--- config.mk ---
export PLATFORM = sky130hd
export DESIGN_NAME = fgpio_in_cond_flat
export DESIGN_NICKNAME = d
export VERILOG_FILES = /design/src/rtl/fgpio_in_cond_pkg.sv /design/src/rtl/fgpio_in_cond_if.sv /design/src/rtl/fgpio_pin_filter.sv /design/src/rtl/fgpio_in_cond.sv /design/src/flat_wrapper.sv
export SDC_FILE = /design/constraint.sdc
export NUM_CORES = 1
export LEC_CHECK = 0
export CORE_MARGIN = 2
export CORE_UTILIZATION = 35
export CTS_BUF_LIST = sky130_fd_sc_hd__clkbuf_8
export CTS_CLUSTER_DIAMETER = 40
export DETAILED_ROUTE_END_ITERATION = 16
export PLACE_DENSITY = 0.63
export SLEW_MARGIN = 40
export SYNTH_ARGS = -nofsm -noshare
export SYNTH_HDL_FRONTEND = slang
export SYNTH_HIERARCHICAL = 1
export SYNTH_SLANG_ARGS = --single-unit
--- constraint.sdc ---
create_clock -name clk_i -period 2 [get_ports clk_i]
set_input_delay 0.3 -clock clk_i [delete_from_list [all_inputs] [get_ports clk_i]]
set_output_delay 0.3 -clock clk_i [all_outputs]
set_load 0.01 [all_outputs]
--- src/rtl/fgpio_in_cond_pkg.sv ---
// Shared sizing constants for the FGPIO input-conditioning slice.
// Sync depth must stay >= 2 so the first flop can settle a metastable pad.
package fgpio_in_cond_pkg;
    localparam int FGPIO_NUM         = 16;
    localparam int FGPIO_SYNC_STAGES = 2;
    localparam int FGPIO_FILT_W      = 4;
endpackage

--- src/rtl/fgpio_in_cond_if.sv ---
// Bus between the core-side GPIO block and the input-conditioning stage.
// The master drives pads and controls; the slave returns the conditioned levels and flags.
interface fgpio_in_cond_if
    import fgpio_in_cond_pkg::*;
#(
    parameter int NUM    = FGPIO_NUM,
    parameter int FILT_W = FGPIO_FILT_W
);
    logic [NUM-1:0]    pad_in_i;
    logic [NUM-1:0]    gpio_dir_i;
    logic [FILT_W-1:0] filt_thr_i;
    logic [NUM-1:0]    rise_en_i;
    logic [NUM-1:0]    fall_en_i;
    logic [NUM-1:0]    evt_clr_i;
    logic [NUM-1:0]    gpio_in_val_o;
    logic [NUM-1:0]    rise_pend_o;
    logic [NUM-1:0]    fall_pend_o;
    logic              irq_o;

    modport master (
        output pad_in_i, gpio_dir_i, filt_thr_i, rise_en_i, fall_en_i, evt_clr_i,
        input  gpio_in_val_o, rise_pend_o, fall_pend_o, irq_o
    );

    modport slave (
        input  pad_in_i, gpio_dir_i, filt_thr_i, rise_en_i, fall_en_i, evt_clr_i,
        output gpio_in_val_o, rise_pend_o, fall_pend_o, irq_o
    );
endinterface

--- src/rtl/fgpio_pin_filter.sv ---
// One pin: synchroniser chain, glitch filter, and accept-cycle rise/fall pulses.
// A new level is taken once it has differed from the held level for filt_thr+1 cycles.
module fgpio_pin_filter #(
    parameter int SYNC_STG = 2,
    parameter int FILT_W   = 4
) (
    input  logic              clk_i,
    input  logic              rst_i,
    input  logic              pad,
    input  logic [FILT_W-1:0] filt_thr,
    output logic              level,
    output logic              rise,
    output logic              fall
);
    logic [SYNC_STG-1:0] sync_reg;
    logic                q_reg;
    logic [FILT_W-1:0]   cnt_reg;
    logic                s;
    logic                differ;
    logic                accept;

    always_ff @(posedge clk_i) begin
        if (rst_i) begin
            sync_reg <= '0;
        end else begin
            sync_reg <= {sync_reg[SYNC_STG-2:0], pad};
        end
    end

    assign s      = sync_reg[SYNC_STG-1];
    assign differ = s ^ q_reg;
    // >= rather than == so a threshold lowered under a running count still accepts
    assign accept = differ && (cnt_reg >= filt_thr);

    always_ff @(posedge clk_i) begin
        if (rst_i) begin
            q_reg   <= 1'b0;
            cnt_reg <= '0;
        end else if (!differ) begin
            cnt_reg <= '0;
        end else if (accept) begin
            q_reg   <= s;
            cnt_reg <= '0;
        end else begin
            cnt_reg <= cnt_reg + FILT_W'(1);
        end
    end

    assign level = q_reg;
    assign rise  = accept & s;
    assign fall  = accept & ~s;
endmodule

--- src/rtl/fgpio_in_cond.sv ---
// Input conditioning ahead of FGPIO: per-pin filters, sticky edge flags and a level irq.
// Output-direction pins are still filtered for readback but never raise events.
module fgpio_in_cond
    import fgpio_in_cond_pkg::*;
#(
    parameter int NUM      = FGPIO_NUM,
    parameter int SYNC_STG = FGPIO_SYNC_STAGES,
    parameter int FILT_W   = FGPIO_FILT_W
) (
    input  logic            clk_i,
    input  logic            rst_i,
    fgpio_in_cond_if.slave  bus
);
    logic [NUM-1:0] level;
    logic [NUM-1:0] rise_evt;
    logic [NUM-1:0] fall_evt;
    logic [NUM-1:0] rise_pend_reg;
    logic [NUM-1:0] fall_pend_reg;
    logic [NUM-1:0] rise_pend_next;
    logic [NUM-1:0] fall_pend_next;

    generate
        for (genvar gi = 0; gi < NUM; gi++) begin : g_pin
            fgpio_pin_filter #(
                .SYNC_STG (SYNC_STG),
                .FILT_W   (FILT_W)
            ) u_filt (
                .clk_i    (clk_i),
                .rst_i    (rst_i),
                .pad      (bus.pad_in_i[gi]),
                .filt_thr (bus.filt_thr_i),
                .level    (level[gi]),
                .rise     (rise_evt[gi]),
                .fall     (fall_evt[gi])
            );
        end
    endgenerate

    // Clear is applied first so a simultaneous new event keeps the flag set
    always_comb begin
        rise_pend_next = (rise_pend_reg & ~bus.evt_clr_i)
                       | (rise_evt & bus.rise_en_i & ~bus.gpio_dir_i);
        fall_pend_next = (fall_pend_reg & ~bus.evt_clr_i)
                       | (fall_evt & bus.fall_en_i & ~bus.gpio_dir_i);
    end

    always_ff @(posedge clk_i) begin
        if (rst_i) begin
            rise_pend_reg <= '0;
            fall_pend_reg <= '0;
        end else begin
            rise_pend_reg <= rise_pend_next;
            fall_pend_reg <= fall_pend_next;
        end
    end

    assign bus.gpio_in_val_o = level;
    assign bus.rise_pend_o   = rise_pend_reg;
    assign bus.fall_pend_o   = fall_pend_reg;
    assign bus.irq_o         = |(rise_pend_reg | fall_pend_reg);
endmodule

--- src/flat_wrapper.sv ---
// flat-port wrapper written by rule: the top's interface ports become plain ports
module fgpio_in_cond_flat import fgpio_in_cond_pkg::*;
#(
    parameter int NUM      = FGPIO_NUM,
    parameter int SYNC_STG = FGPIO_SYNC_STAGES,
    parameter int FILT_W   = FGPIO_FILT_W
)
  (clk_i, rst_i, bus_pad_in_i, bus_gpio_dir_i, bus_filt_thr_i, bus_rise_en_i, bus_fall_en_i, bus_evt_clr_i, bus_gpio_in_val_o, bus_rise_pend_o, bus_fall_pend_o, bus_irq_o);
  fgpio_in_cond_if #(.NUM(NUM), .FILT_W(FILT_W)) bus_i ();
  input  logic clk_i;
  input  logic rst_i;
  input wire logic [$bits(bus_i.pad_in_i)-1:0] bus_pad_in_i;
  input wire logic [$bits(bus_i.gpio_dir_i)-1:0] bus_gpio_dir_i;
  input wire logic [$bits(bus_i.filt_thr_i)-1:0] bus_filt_thr_i;
  input wire logic [$bits(bus_i.rise_en_i)-1:0] bus_rise_en_i;
  input wire logic [$bits(bus_i.fall_en_i)-1:0] bus_fall_en_i;
  input wire logic [$bits(bus_i.evt_clr_i)-1:0] bus_evt_clr_i;
  output wire logic [$bits(bus_i.gpio_in_val_o)-1:0] bus_gpio_in_val_o;
  output wire logic [$bits(bus_i.rise_pend_o)-1:0] bus_rise_pend_o;
  output wire logic [$bits(bus_i.fall_pend_o)-1:0] bus_fall_pend_o;
  output wire logic [$bits(bus_i.irq_o)-1:0] bus_irq_o;
  assign bus_i.pad_in_i = bus_pad_in_i;
  assign bus_i.gpio_dir_i = bus_gpio_dir_i;
  assign bus_i.filt_thr_i = bus_filt_thr_i;
  assign bus_i.rise_en_i = bus_rise_en_i;
  assign bus_i.fall_en_i = bus_fall_en_i;
  assign bus_i.evt_clr_i = bus_evt_clr_i;
  assign bus_gpio_in_val_o = bus_i.gpio_in_val_o;
  assign bus_rise_pend_o = bus_i.rise_pend_o;
  assign bus_fall_pend_o = bus_i.fall_pend_o;
  assign bus_irq_o = bus_i.irq_o;
  fgpio_in_cond #(.NUM(NUM), .SYNC_STG(SYNC_STG), .FILT_W(FILT_W)) u_core (.clk_i(clk_i), .rst_i(rst_i), .bus(bus_i));
endmodule
; ---- After elaboration in Yosys (flattened, before gate mapping)
; Cells that the tools add are included.
[word_totals]
register_bits = 144
latchBits = 0
ram_bits = 0
mem_bits_ro = 0
inputBits = 86
out_inout_bits = 49
elab_cells = 222
mem_count = 0
[op_classes]
addsub = 16
n_mul = 0
n_div = 0
order_cmp = 16
n_eq_ne = 0
shift = 0
muxes = 0
bitwise_logic = 91
n_reduce_logical = 49
[ops]
columns = op, count
row1 = $and A16 B16 Y16, 6
row2 = $add A4 B1 Y4 const B, 16
row3 = $ge A4 B4 Y1, 16
row4 = $or A16 B16 Y16, 3
row5 = $reduce_or A3 Y1, 16
row6 = $and A1 B1 Y1, 32
row7 = $not A1 Y1, 32
row8 = $not A16 Y16, 2
row9 = $reduce_and A2 Y1, 16
row10 = $logic_and A1 B1 Y1, 16
row11 = $reduce_or A16 Y1, 1
row12 = $xor A1 B1 Y1, 16

; ---- Logic depth before layout (Yosys ltp)
; Gate-level depths: netlist of the first run.
[depth]
word_depth = 6
ltp_mapped = 8
depth_no_buf = 8

; ---- Cells and area by module
; The synthesis of the first run kept the hierarchy.
[modules_own_cells]
columns = mod, instances, cells_each, area_each_um2, seq_area_each_um2
row1 = fgpio_pin_filter, 16, 39, 377.9, 140.1
row2 = fgpio_in_cond, 1, 142, 1331.3, 640.6

; ---- Worst setup path before layout of the first run
; OpenSTA, ideal clock, no wires.
[synth_timing]
path_type = flip-flop to flip-flop
from = reg u_core.g_pin[9].u_filt.cnt_reg[0]
to = reg u_core.fall_pend_reg[9] (netlist: u_core/bus.fall_pend_o[9])
setup_ns = 0.132
t_arrival_ns = 1.485
t_required_ns = 1.868
slack_ns = 0.383
stages_incl_launch_ff = 9
path_buffers = 0
period_less_slack_ns = 1.617
cell_sequence = dfxtp_1 inv_1 ha_1 nand2b_4 a2111oi_4 or2_1 nor2_1 nand3b_1 a21oi_1
[synth_via]
elab_chain_len = 6
[synth_rtl]
columns = element, line_no
row1 = start: declaration, fgpio_pin_filter.sv:17  ; logic [FILT_W-1:0] cnt_reg;
row2 = start signal: assignment, fgpio_pin_filter.sv:45  ; cnt_reg <= cnt_reg + FILT_W'(1);
row3 = $ge A4 B4 Y1, fgpio_pin_filter.sv:33  ; assign accept = differ && (cnt_reg >= filt_thr);
row4 = $logic_and A1 B1 Y1, fgpio_pin_filter.sv:33
row5 = $and A1 B1 Y1, fgpio_pin_filter.sv:51  ; assign fall = accept & ~s;
row6 = named net u_core.fall_evt[9], fgpio_in_cond.sv:16  ; logic [NUM-1:0] fall_evt;
row7 = $and A16 B16 Y16 (2 in a row), fgpio_in_cond.sv:44  ; | (fall_evt & bus.fall_en_i & ~bus.gpio_dir_i);
row8 = $or A16 B16 Y16, fgpio_in_cond.sv:44
row9 = end signal: assignment, fgpio_in_cond.sv:53  ; fall_pend_reg <= fall_pend_next;
row10 = end: declaration, fgpio_in_cond.sv:18  ; logic [NUM-1:0] fall_pend_reg;
; The timed path passes the listed nets, and every way through them passes these cells.
; A chain may end at the register's enable or synchronous reset.

; ---- Worst setup path after layout of the first run
[layout_timing]
from = reg u_core.rise_pend_reg[15] (netlist: u_core/bus.rise_pend_o[15])
to = out bus_irq_o
[layout_via]
elab_chain_len = 2
[layout_rtl]
columns = element, line_no
row1 = start: declaration, fgpio_in_cond.sv:17  ; logic [NUM-1:0] rise_pend_reg;
row2 = start signal: assignment, fgpio_in_cond.sv:52  ; rise_pend_reg <= rise_pend_next;
row3 = $or A16 B16 Y16, fgpio_in_cond.sv:60  ; assign bus.irq_o = |(rise_pend_reg | fall_pend_reg);
row4 = $reduce_or A16 Y1, fgpio_in_cond.sv:60
row5 = end: declaration, flat_wrapper.sv:21  ; output wire logic [$bits(bus_i.irq_o)-1:0] bus_irq_o;
; No other way between the ends.

==> results.md, run 1 <==
* PortBufs at 134
* Area delta synth->final at 36.13%
* Number of flip-flops in the largest register at 64
* Setup TNS at -0.02527 ns
* CORE AREA at 0.02082 mm^2
* Hold Fails Final Rpt at 0
* Worst path max stage delay at 0.34 ns
* Commonest non-fill, non-tap cell in the layout: dfxtp_1
* Worst Setup End Kind: output port
* Gate family responsible for the most delay along the worst path: simple AND/OR/NAND/NOR gates
* Initial antenna violation count at 0
* Synth top area share at 39.08%
* CTS clock-pin slew for the worst setup and hold paths at 0.08 ns
* CP max-delay cell: dfxtp_2
* Synth area leaders: dfxtp_1, ha_1, a2111oi_4
* Max-cap violations at 0
* WP data required at 1.70 ns
* Slew @ Worst Pin at 0.3964 ns
* Max VDD drop at 0.0003875 V
* Post-Syn Nets at 932
* Largest family of logic cells by synthesized area: simple AND/OR/NAND/NOR gates
* Total congestion overflow at 0
* Layout Utilization at 48.23%
* Most frequent cells in the layout: dfxtp_1, clkdlybuf4s50_1, nor2_1
* GRT met3 Usage at 3.517%
* CTS sink count at 144
* Post-Syn Area at 0.007377 mm^2
* WL final at 17,280 um
* Crit path buffers/inverters at 2
* # IOs at 135
* Slew HR at 73.30%
* Tcrit/Tclk final at 101.3%
* Kind of critical path: reg2out
* Critical path data arrival time at 1.73 ns
* Cell taking the most area after synthesis: dfxtp_1
* WHS at 0.2277 ns
* Nets at 1,134
* Die area at 0.02225 mm^2
* CTS Buffer Depth at 2
* Die Wd at 149.2 um
* Yosys warnings at 6
* Post-DR wirelength/cell at 13.76 um
* Via count at 5,803
* Clock tree root buffer cell: clkbuf_8
* Starting Density at 35.43%
* Max Fanout on Critical Path at 3
* Total GRT Usage at 16.39%
* Area share of fa/ha/maj cells after synthesis at 13.57%
* Outcome: finished with violations
* Post-synthesis cell count at 766
* Worst-Skew Late Latency at 0.44 ns
* Row cnt at 53
* Distinct cells, synth at 23
* Pin count of the biggest net entering global routing at 28
* Layout Skew at 0.01046 ns
* Hold Path Class: in2reg
* Setup ws final at -0.02527 ns
* Post-synthesis mux area share at 0%
* Final setup violation count at 1
* CTS Buf Count at 17
* Routing usage on met1 at 19.76%
* Simple-gate share of the synthesized area at 26.03%
* Slew Viols, Final at 0
* Drt pass-1 iters at 4
* Number of H-tree levels at 4
* Non-Filler Cell Area, Final at 0.01004 mm^2
* ANT cells at 0
* Post-synthesis compound-gate area fraction at 14.11%
* Detailed Place HPWL at 13,260 um
* Via-to-Cell Ratio at 4.620
* Setup crit start kind: register
* P per Cell Area at 615.5 mW/mm^2
* CP cell instances: nor4_2, buf_4, nand4_1, or2_1, buf_2
* Syn avg cell area at 9.631 um^2
* GRT met2 Usage at 29.01%
* Die H at 149.2 um
* Sequential element share of the synthesized area at 39.08%
* Dpl cell area at 0.009499 mm^2
* Yosys reg bits at 144
* First-pass GRT wire length at 28,690 um
* Busiest grt layer: met2
* Share of cells above drive strength 1 at 13.97%
* DRT iter0 DRCs at 185
* Lkg Pwr at 4.068 nW
* Tmin final at 2.025 ns
* Hold-fix buffers at CTS at 0
* RSZ-0062 raised after global routing: yes
* Placer Congestion at 0.7800
* Residual DRC count at 0
* Failing checks: negative setup slack
* Xor-xnor portion of the synthesized cell area at 3.799%
* Vias in the first global route at 6,011
* CTS tree: built
* Top achievable clock speed at 493.8 MHz
* DRT antenna net count at 0
-- where the power goes --
part           leakage [nW]  switching, mW  total, mW  internal, mW
clock                 0.220           1.12       2.55          1.43
combinational          2.67          0.270      0.699         0.428
sequential             1.17         0.0264       2.93          2.91
-- worst register-to-register path, stage by stage, from the launching register on --
cell	delay (ns)
dfxtp_1	0.38
inv_1	0.06
ha_1	0.26
nand2b_4	0.15
a2111oi_4	0.38
or2_1	0.20
nor2_1	0.06
nand3b_1	0.11
a21oi_1	0.08
-- path summary, 6_finish.rpt --
kind	slack, ns	end	cells past startpoint	from
worst max-delay path	-0.03	bus_irq_o	5	u_core/bus.rise_pend_o[15]
worst min-delay path	0.23	u_core/g_pin[6].u_filt/sync_reg[0]	2	rst_i
worst min register to register	0.44	u_core/g_pin[0].u_filt/sync_reg[1]	1	u_core/g_pin[0].u_filt/sync_reg[0]
worst max register to register	0.21	u_core/bus.rise_pend_o[12]	8	u_core/g_pin[12].u_filt/cnt_reg[0]
-- metrics by stage --
step,cells,setup WS [ns],power [mW]
6_report,1256,-0.02527,6.181
5_1_grt,1256,-0.1468,6.466
4_1_cts,1256,-0.08469,6.273
3_5_place_dp,1222,-0.3553,3.709
3_3_place_gp,1222,-0.3500,3.697
2_1_floorplan,766,0.3826,3.341
-- cell families after synthesis --
kind of cell / count (synthesis)
AOI/OAI and AO/OA: 128
buffers and inverters: 67
adders and majority gates: 80
and+or+nand+nor: 315
DFF: 144
xor gates and xnor gates: 32
-- cell usage after synthesis --
cell,count
nor4_2,1
nand2b_4,16
o21a_1,16
or2_1,17
nor2b_1,32
a21oi_1,64
nand4_1,2
ha_1,80
inv_1,64
nor4_1,7
xor2_1,16
dfxtp_1,144
clkbuf_1,3
nand2b_1,61
or2b_1,3
nand3_1,16
and3_1,16
o21ai_0,32
nor2_1,96
xnor2_1,16
nand3b_1,32
or3b_1,16
a2111oi_4,16
-- cell type report --
cell class	instances	area, um^2
repair buffers	186	1799
flip-flops and latches	144	2902
inverters	64	240.2
clock inverters	9	127.6
well taps	275	344.1
clock buffers	23	316.6
multi-input cells	555	4313
fillers	2025	10780
-- layer usage --
layer,vias up,routed length (um)
li1,3014,-
met2,81,8544
met1,2696,7918
met3,12,560
met5,-,0
met4,0,258
-- repair_timing --
| action | in CTS | in global routing |
|---|---|---|
| setup buffers | 2 | 0 |
| gates resized for setup | 23 | 4 |
| gates cloned | 0 | 0 |
| pin swaps | 7 | 1 |
| endpoints found under the setup margin | 1 | 1 |
Note: power is estimated with default switching activity, not from simulation.
==> run 2, diff against run 1 <==
--- a/config.mk
+++ b/config.mk
@@ -5,6 +5,7 @@
 export SDC_FILE = /design/constraint.sdc
 export NUM_CORES = 1
 export LEC_CHECK = 0
+export CAP_MARGIN = 0
 export CORE_MARGIN = 2
 export CORE_UTILIZATION = 35
 export CTS_BUF_LIST = sky130_fd_sc_hd__clkbuf_8
==> results of run 2 <==
No change in the layout: final DEF, timing and power equal those of run 1.
